**config.mk**
```make
export PLATFORM = sky130hd
export DESIGN_NAME = matrix_engine
export DESIGN_NICKNAME = d
export VERILOG_FILES = /design/src/rtl/matrix_engine.sv
export SDC_FILE = /design/constraint.sdc
export NUM_CORES = 1
export LEC_CHECK = 0
export BUFFER_PORTS_ARGS = -buffer_cell sky130_fd_sc_hd__clkbuf_2
export CAP_MARGIN = 20
export CORE_MARGIN = 1
export CORE_UTILIZATION = 65
export DETAILED_ROUTE_END_ITERATION = 12
export PLACE_DENSITY_LB_ADDON = 0.25
export SLEW_MARGIN = 15
export SYNTH_ARGS = -nofsm -noshare
export SYNTH_HDL_FRONTEND = slang
export SYNTH_SLANG_ARGS = --single-unit
```
**constraint.sdc**
```tcl
create_clock -name clock -period 15 [get_ports clock]
set_input_delay 3 -clock clock [delete_from_list [all_inputs] [get_ports clock]]
set_output_delay 3 -clock clock [all_outputs]
set_load 0.05 [all_outputs]
```
**src/rtl/matrix_engine.sv**
```systemverilog
// N x N signed matrix unit driven by a single enter button: loads A then B, computes add,
// subtract, multiply or transpose serially with saturation, and steps the result out per press.
module matrix_engine #(
    parameter int unsigned N  = 2,
    parameter int unsigned DW = 8,
    parameter int unsigned OW = 16
) (
    input  logic                      clock,
    input  logic                      reset_n,
    input  logic [DW-1:0]             data_in,
    input  logic                      enter,
    input  logic [1:0]                op,
    output logic [OW-1:0]             data_out,
    output logic [$clog2(N*N)-1:0]    index,
    output logic                      finish,
    output logic                      error,
    output logic                      busy
);

    localparam int unsigned NN = N * N;
    localparam int unsigned IW = $clog2(NN);
    localparam int unsigned AW = 2 * DW + $clog2(N) + 1;

    localparam logic [IW-1:0] NIdx    = IW'(N);
    localparam logic [IW-1:0] LastRc  = IW'(N - 1);
    localparam logic [IW-1:0] LastIdx = IW'(NN - 1);

    localparam logic signed [AW-1:0] SatMax = {{(AW - OW + 1){1'b0}}, {(OW - 1){1'b1}}};
    localparam logic signed [AW-1:0] SatMin = {{(AW - OW + 1){1'b1}}, {(OW - 1){1'b0}}};

    localparam logic [1:0] OpAdd = 2'b00;
    localparam logic [1:0] OpSub = 2'b01;
    localparam logic [1:0] OpMul = 2'b10;
    localparam logic [1:0] OpTrn = 2'b11;

    typedef enum logic [2:0] {StIdle, StLoadA, StLoadB, StCompute, StShow} state_e;

    state_e               state_q;
    logic                 enter_q;
    logic [1:0]           op_q;
    logic [IW-1:0]        i_q, j_q, k_q;
    logic signed [AW-1:0] acc_q;
    logic [DW-1:0]        mat_a [NN];
    logic [DW-1:0]        mat_b [NN];
    logic [OW-1:0]        mat_c [NN];

    logic                 rise;
    logic [IW-1:0]        a_idx, b_idx, c_idx;
    logic [DW-1:0]        elem_a, elem_b;
    logic signed [AW-1:0] ext_a, ext_b, prod, sum;
    logic [OW-1:0]        sat_val;
    logic                 sat_hit, step_write, step_last;

    // One datapath step: operand select, exact arithmetic, then clamp to the output range.
    always_comb begin
        rise  = enter & ~enter_q;
        c_idx = i_q * NIdx + j_q;
        a_idx = c_idx;
        b_idx = c_idx;
        if (op_q == OpMul) begin
            a_idx = i_q * NIdx + k_q;
            b_idx = k_q * NIdx + j_q;
        end else if (op_q == OpTrn) begin
            a_idx = j_q * NIdx + i_q;
        end
        elem_a = mat_a[a_idx];
        elem_b = mat_b[b_idx];
        ext_a  = {{(AW - DW){elem_a[DW-1]}}, elem_a};
        ext_b  = {{(AW - DW){elem_b[DW-1]}}, elem_b};
        prod   = ext_a * ext_b;
        case (op_q)
            OpAdd:   sum = ext_a + ext_b;
            OpSub:   sum = ext_a - ext_b;
            OpMul:   sum = ((k_q == '0) ? '0 : acc_q) + prod;
            default: sum = ext_a;
        endcase
        sat_hit = 1'b1;
        if (sum > SatMax) begin
            sat_val = SatMax[OW-1:0];
        end else if (sum < SatMin) begin
            sat_val = SatMin[OW-1:0];
        end else begin
            sat_val = sum[OW-1:0];
            sat_hit = 1'b0;
        end
        step_write = (op_q != OpMul) || (k_q == LastRc);
        step_last  = step_write && (i_q == LastRc) && (j_q == LastRc);
    end

    always_ff @(posedge clock or negedge reset_n) begin
        if (!reset_n) begin
            state_q  <= StIdle;
            enter_q  <= 1'b1;
            op_q     <= OpAdd;
            i_q      <= '0;
            j_q      <= '0;
            k_q      <= '0;
            acc_q    <= '0;
            data_out <= '0;
            index    <= '0;
            finish   <= 1'b0;
            error    <= 1'b0;
            busy     <= 1'b0;
            for (int n = 0; n < NN; n++) begin
                mat_a[n] <= '0;
                mat_b[n] <= '0;
                mat_c[n] <= '0;
            end
        end else begin
            enter_q <= enter;
            case (state_q)
                StIdle: begin
                    if (rise) begin
                        op_q     <= op;
                        error    <= 1'b0;
                        mat_a[0] <= data_in;
                        index    <= IW'(1);
                        state_q  <= StLoadA;
                    end
                end
                StLoadA: begin
                    if (rise) begin
                        mat_a[index] <= data_in;
                        if (index == LastIdx) begin
                            index <= '0;
                            i_q   <= '0;
                            j_q   <= '0;
                            k_q   <= '0;
                            if (op_q == OpTrn) begin
                                state_q <= StCompute;
                                busy    <= 1'b1;
                            end else begin
                                state_q <= StLoadB;
                            end
                        end else begin
                            index <= index + IW'(1);
                        end
                    end
                end
                StLoadB: begin
                    if (rise) begin
                        mat_b[index] <= data_in;
                        if (index == LastIdx) begin
                            index   <= '0;
                            i_q     <= '0;
                            j_q     <= '0;
                            k_q     <= '0;
                            state_q <= StCompute;
                            busy    <= 1'b1;
                        end else begin
                            index <= index + IW'(1);
                        end
                    end
                end
                StCompute: begin
                    acc_q <= sum;
                    if (step_write) begin
                        mat_c[c_idx] <= sat_val;
                        if (sat_hit) begin
                            error <= 1'b1;
                        end
                    end
                    // k innermost for multiply; elementwise ops walk (i, j) directly.
                    if (op_q == OpMul && k_q != LastRc) begin
                        k_q <= k_q + IW'(1);
                    end else begin
                        k_q <= '0;
                        if (j_q == LastRc) begin
                            j_q <= '0;
                            i_q <= i_q + IW'(1);
                        end else begin
                            j_q <= j_q + IW'(1);
                        end
                    end
                    // C[0] was written on an earlier step, so it is already valid here.
                    if (step_last) begin
                        state_q  <= StShow;
                        busy     <= 1'b0;
                        finish   <= 1'b1;
                        index    <= '0;
                        data_out <= mat_c[0];
                    end
                end
                StShow: begin
                    if (rise) begin
                        if (index == LastIdx) begin
                            state_q  <= StIdle;
                            index    <= '0;
                            finish   <= 1'b0;
                            data_out <= '0;
                        end else begin
                            index    <= index + IW'(1);
                            data_out <= mat_c[index + IW'(1)];
                        end
                    end
                end
                default: state_q <= StIdle;
            endcase
        end
    end

endmodule

```
Yosys cells after proc, flatten, opt, wreduce, memory -nomap -nowiden
Index checks and enable logic that the tools add are counted.
Widths: inputs -> output; s select.
- register bits after elaboration: 179
- input bits: 13
- output and inout bits: 21
- logic and storage cells: 184
- add/subtract/negate cells: 11
- multiply operators: 1
- order comparisons: 9
- equality and inequality tests: 29
- multiplexer cells: 72
- bitwise gates (word level): 7
- reductions and logical operators: 31
- operators with widths (operator ; number):
    $mux 16 ; 8
    $bwmux 32 ; 2
    $bwmux 64 ; 1
    $pmux 18 s3 ; 1
    $mux 8 ; 6
    $bmux 16 s2 ; 1
    $bmux 8 s2 ; 2
    $demux 16 s2 ; 1
    $mux 32 ; 1
    $pmux 16 s2 ; 1
    $mux 2 ; 14
    $ne 2x2->1 const B ; 14
    $mux 3 ; 8
    $add 18x18->18 ; 1
    $gt 18x16->1 const B ; 1
    $lt 18x16->1 const B ; 1
    $mux 18 ; 1
    $demux 8 s2 ; 1
    $mul 8x8->16 ; 1
    $pmux 8 s2 ; 1
    $reduce_and 4->1 ; 4
    $ge 3x3->1 const B ; 5
    $mux 1 ; 15
    $not 2->3 ; 5
    other kinds (31) ; 64

Longest topological paths before layout
- depth after elaboration: 16
- mapped depth: 40
- mapped depth without buffers: 38

Least setup slack after synthesis
No wires, ideal clock.
- kind: flip-flop to flip-flop
- from: register i_q[0]
- to: register mat_c[27] in the netlist's numbering
- library setup time: 0.125 ns
- data arrival time: 8.209 ns
- required time: 14.875 ns
- setup slack: 6.666 ns
- stages on the path, launching flop included: 38
- path buffers: 2
- clock period less this slack: 8.334 ns
- cell sequence: dfrtp_1 clkbuf_1 mux2_2 mux2i_1 clkbuf_1 mux2_2 o21ai_1 inv_1 ha_1 inv_1 fa_1 inv_1 fa_1 fa_1 inv_1 fa_1 inv_1 ha_1 [2 not listed] a21oi_1 nor2_1 o21a_1 o21ai_0 nand2b_1 a21oi_1 xnor2_1 ha_1 nand2_1 nor2_1 and3_1 a2111oi_0 a21oi_1 xnor2_1 xnor2_2 nor3_2 a21oi_1 mux2_2
- longest elaborated chain between the ends: 14
- elaborated cells on any way between the ends: 30
- those cells by class: add/sub (6); mul (1); order compare (4); mux (15); bitwise (3); reduce/logical (1)
- RTL lines (item ; line ; RTL):
    from (decl) ; 41 ; logic [IW-1:0] i_q, j_q, k_q;
    from (signal assigned) ; 170 ; i_q <= i_q + IW'(1);
    $add 2x2->2, on equally long branches ; 64, 57 ;
    $mux 2 ; 63 ; end else if (op_q == OpTrn) begin
    $mux 2 ; 60 ; if (op_q == OpMul) begin
    $not 2->3 (implied by the code) ; 66 ; elem_a = mat_a[a_idx];
    $bmux 8 s2 ; 66 ;
    $mux 8 (implied by the code) (2 in a row) ; 66 ;
    $mul 8x8->16 ; 70 ; prod = ext_a * ext_b;
    $add 18x18->18 ; 74 ; OpMul: sum = ((k_q == '0) ? '0 : acc_q) + prod;
    $pmux 18 s3 ; 71 ; case (op_q)
    $lt 18x16->1 ; 80 ; end else if (sum < SatMin) begin
    $mux 16 ; 80 ;
    $mux 16 ; 78 ; if (sum > SatMax) begin
    $bwmux 64 * ; 158 ; mat_c[c_idx] <= sat_val;
    to (signal, indexed assignment) ; 158 ;
    to (decl) ; 45 ; logic [OW-1:0] mat_c [NN];
Every way passes the cells marked *; elsewhere a longest branch is shown, timed or not. The select of a mux whose other input is x is not followed.
A chain may end at the register's enable or synchronous reset.

Final worst setup path
- from: register op_q[0]
- to: register mat_c[50] in the netlist's numbering
- longest elaborated chain between the ends: 14
- elaborated cells on any way between the ends: 28
- those cells by class: add/sub (3); mul (1); order compare (2); eq/ne (4); mux (13); bitwise (2); reduce/logical (3)
- RTL lines (item ; line ; RTL):
    from (decl) ; 40 ; logic [1:0] op_q;
    from (signal assigned) ; 94 ; op_q <= OpAdd;
    from (signal assigned) ; 114 ; op_q <= op;
    $eq 2x2->1 ; 63 ;
    $mux 2 ; 63 ;
    $mux 2 ; 60 ;
    $not 2->3 (implied by the code) ; 66 ;
    $bmux 8 s2 ; 66 ;
    $mux 8 (implied by the code) (2 in a row) ; 66 ;
    $mul 8x8->16 ; 70 ;
    $add 18x18->18 ; 74 ;
    $pmux 18 s3 ; 71 ;
    $lt 18x16->1 ; 80 ;
    $mux 16 ; 80 ;
    $mux 16 ; 78 ;
    $bwmux 64 ; 158 ;
Parallel ways exist; a longest one is shown, timed or not. The select of a mux whose other input is x is not followed.

==> out/summary.log <==
qor: min_path.worst_hold_path_type flop to flop
qor: worst_setup_path.r2r-end mat_c[50]
qor: floorplanning.die_y 140 um
qor: drt.first_iter_violations 603
qor: clocking.cts-resized-gates 0
qor: worst_setup_path.criticalPathCategory flop to flop
qor: timing.finalCriticalPeriod 10,110 ps
qor: synth.post_synth_xor_area_fraction 3.06%
qor: synth.synth_simple_gate_area_share 10.1%
qor: clocking.clock-root-buffer sky130_fd_sc_hd__clkbuf_16
qor: clocking.cts_hold_repair.buffers 0
qor: synth.synth-main-ff-cell sky130_fd_sc_hd__dfrtp_1
qor: timing.number_of_endpoints_failing_setup_at_the_final_stage 0
qor: clocking.clock_tree_from_tritoncts built
qor: drt.final_antenna_net_count 0
qor: drt.postRouteWirelength 28,900 um
qor: synth.yosys_register_bits 179
qor: worst_setup_path.req_time_crit_path 15,370 ps
qor: timing.timing.setup.tns 0 ps
qor: drt.vias_per_cell 6.15
qor: timing.maxSlewHeadroom 26.5%
qor: worst_setup_path.cp_capture_type flop
qor: timing.finalHoldWorstSlack 479 ps
qor: global_routing.globalRouteOverflowTotal 0
qor: worst_setup_path.maximum_fanout_encountered_on_the_critical_timing_path 24
qor: synth.post-synth-top-area-fraction 35.8%
qor: clocking.cts.sinks 179
qor: clocking.clock_latency_reported_for_the_late_side_of_the_worst_skew_pair 430 ps
qor: synth.synth-compound-area-share 12.0%
qor: global_routing.grt_max_degree 105
qor: drt.vias 9,202
qor: synth.synth_area_per_cell 10.1 sq um
qor: floorplanning.io_pins 34
qor: synth.synthCells 1,231
qor: layout.post_layout_nonfiller_instances 1,496
qor: clocking.cts_buffer_depth 2
qor: drt.top_layer met4
qor: layout.drive_above_1_share 18.1%
qor: timing.worst_slew_pin_slew 1100 ps
qor: global_routing.first_global_vias 9,435
qor: placed_design.routabilityCongestion 0.925
qor: drt.routedWlPerCell 19.3 um
qor: timing.fin_crit_sh 67.4%
qor: clocking.clkTransAtPathRegs 70 ps
qor: global_routing.grtUsageTotal 31.0%
qor: synth.post_synth_instance_area 12,400 sq um
qor: worst_setup_path.cp-startpoint op_q[0]
qor: worst_setup_path.worstSetupEndpoint mat_c[50]
qor: worst_setup_path.cp_slowest_stage_delay 890 ps
qor: clocking.cts_buffers 17
qor: global_routing.wire_length_of_the_first_global_routing_pass 47,600 um
qor: layout.antenna-diode-count 0
qor: synth.synth_top_family_by_area multiplexers
qor: worst_setup_path.worstRegToRegCells 35
qor: timing.finalClockSkew 15.1 ps
qor: synth.yosys.area.top_type sky130_fd_sc_hd__dfrtp_1
qor: placed_design.place_hpwl 21,200 um
qor: layout.layout-area-overhead-vs-synth 7.98%
qor: timing.max_freq 98.9 MHz
qor: synth.synth_mux_area_share 16.9%
qor: timing.maxSlewViolCount 0
qor: synth.synth_sequential_area_ratio 36.0%
qor: worst_setup_path.worstPathArrival 10,480 ps
qor: synth.ys_types 59
qor: timing.finalHoldViolations 0
qor: timing.rsz0062_at_grt no
qor: synth.edff_count_synth 0
qor: worst_setup_path.worst_setup_path_start_kind flop
qor: synth.synthAdderAreaFrac 16.4%
qor: flow_run.cap_violations 0
qor: worst_setup_path.regToRegSetupSlack 4890 ps
qor: floorplanning.die-width 140 um
qor: synth.yosysWarningCount 0
qor: clocking.postCtsSetupRepairBufs 0
qor: placed_design.place_inst 1,464
qor: drt.drt_drc 0
qor: layout.number_of_nets_at_the_end_of_the_flow 1,390
qor: synth.synth_nets 1,372
qor: min_path.min-delay-start acc_q[3]
qor: drt.wirelength_met1 12,700 um
qor: worst_setup_path.critical_path.slowest_cell sky130_fd_sc_hd__xor2_1
qor: drt.met3WireLength 1650 um
qor: floorplanning.initial_core_util 66.5%
qor: drt.first_pass_iters 5
qor: worst_setup_path.r2r_start op_q[0]
qor: run_status.run_status completed
qor: clocking.clock_tree.htree_level_count 4
qor: synth.area_contributors_post_synth sky130_fd_sc_hd__dfrtp_1 36%, sky130_fd_sc_hd__mux2_2 11%, sky130_fd_sc_hd__fa_1 9.3%
qor: placed_design.io_buf_count 33
qor: drt.met2_length 13,900 um
qor: synth.synth-async-reset-ratio 100%
qor: floorplanning.floorplan.core_area 18,700 sq um
qor: floorplanning.die-area 19,700 sq um
qor: global_routing.grt_antenna_before_repair 0
qor: floorplanning.std_cell_rows 50
## Yosys cell counts (7+ instances only)
cell                       instances
sky130_fd_sc_hd__o21ai_0          61
sky130_fd_sc_hd__mux2_2          125
sky130_fd_sc_hd__nor2b_1          18
sky130_fd_sc_hd__a21o_1           18
sky130_fd_sc_hd__o211ai_1          9
sky130_fd_sc_hd__a22oi_1          16
sky130_fd_sc_hd__nand2b_1         10
sky130_fd_sc_hd__fa_1             58
sky130_fd_sc_hd__nand3_1          21
sky130_fd_sc_hd__mux2i_1          25
sky130_fd_sc_hd__inv_1           137
sky130_fd_sc_hd__xnor2_1          27
sky130_fd_sc_hd__dfrtp_1         178
sky130_fd_sc_hd__nor2_1          106
sky130_fd_sc_hd__o21a_1           10
sky130_fd_sc_hd__ha_1             70
sky130_fd_sc_hd__clkbuf_1         34
sky130_fd_sc_hd__xor2_1           12
sky130_fd_sc_hd__a21oi_1          59
sky130_fd_sc_hd__a211oi_1          7
sky130_fd_sc_hd__a31oi_1          11
sky130_fd_sc_hd__nand2_1         117
sky130_fd_sc_hd__mux4_2           19
## how the worst min path moves through the flow
stage,cells after the start,to
detailed placement,2,acc_q[3]
global placement,2,acc_q[0]
global route,2,acc_q[16]
floorplan,2,acc_q[3]
finish,2,acc_q[3]
CTS,2,acc_q[3]
## worst max-delay path: cells and delay by family (launching register included)
family	cells	cell delay [ps]
multiplexers	2	600
buffers and inverters	4	380
flip-flops	1	800
AO/OA/AOI/OAI	9	2090
AND/OR/NAND/NOR	10	1850
adder cells (fa/ha/maj)	6	2720
XOR/XNOR	4	1570
## through the flow
stage	instance area, sq um	utilization [%]	worst slack, ps
after floorplan	12400	-	6670
after global placement	12800	68.5	5320
after detailed placement	12800	68.6	5080
after CTS	13400	71.8	5020
after global routing	13400	71.8	4150
final	13400	71.8	4890
## cell usage in the layout, fill, tap and decap left out, types with 10 or more instances in the layout
master | synthesis | final
sky130_fd_sc_hd__a21o_1 | 18 | 18
sky130_fd_sc_hd__a21oi_1 | 59 | 59
sky130_fd_sc_hd__a22oi_1 | 16 | 16
sky130_fd_sc_hd__a31oi_1 | 11 | 11
sky130_fd_sc_hd__clkbuf_16 | 0 | 17
sky130_fd_sc_hd__clkbuf_2 | 0 | 32
sky130_fd_sc_hd__dfrtp_1 | 178 | 178
sky130_fd_sc_hd__fa_1 | 58 | 58
sky130_fd_sc_hd__ha_1 | 70 | 70
sky130_fd_sc_hd__inv_1 | 137 | 137
sky130_fd_sc_hd__mux2_2 | 125 | 125
sky130_fd_sc_hd__mux2i_1 | 25 | 25
sky130_fd_sc_hd__mux4_2 | 19 | 19
sky130_fd_sc_hd__nand2_1 | 117 | 117
sky130_fd_sc_hd__nand2b_1 | 10 | 10
sky130_fd_sc_hd__nand3_1 | 21 | 21
sky130_fd_sc_hd__nor2_1 | 106 | 106
sky130_fd_sc_hd__nor2b_1 | 18 | 18
sky130_fd_sc_hd__o21a_1 | 10 | 10
sky130_fd_sc_hd__o21ai_0 | 61 | 61
sky130_fd_sc_hd__xnor2_1 | 27 | 27
sky130_fd_sc_hd__xor2_1 | 12 | 12
## layout make-up
type	instances	area [sq um]
Tap cell	234	293
Multi-Input combinational cell	871	7300
Sequential cell	179	4480
Inverter	138	518
Clock buffer	19	443
Clock inverter	13	160
Timing Repair Buffer	42	239
Fill cell	1330	5270
## kinds of logic after synthesis
kind of cell    after synthesis
mux                         170
fa+ha+maj                   128
xor+xnor                     41
compound gates              237
flops                       179
buf+inv                     181
simple gates                295
## state kept, by name, indices dropped and copies added (netlist names)
signal,flops
mat_c,64
mat_a,32
mat_b,32
acc_q,18
data_out,16
state_q,3
i_q,2
index,2
j_q,2
k_q,2
op_q,2
busy,1
enter_q,1
error,1
finish,1
## metal layers
metal / vias to the layer above / global-route usage, %
li1: 4261 / -
met1: 4562 / 42.8
met2: 323 / 50.1
met3: 56 / 4.44
met4: 0 / 11.5
met5: - / 0
Power is left out: the tool's default activity adds up to more than one toggle a clock period on the data nets, which glitch-free logic cannot reach.
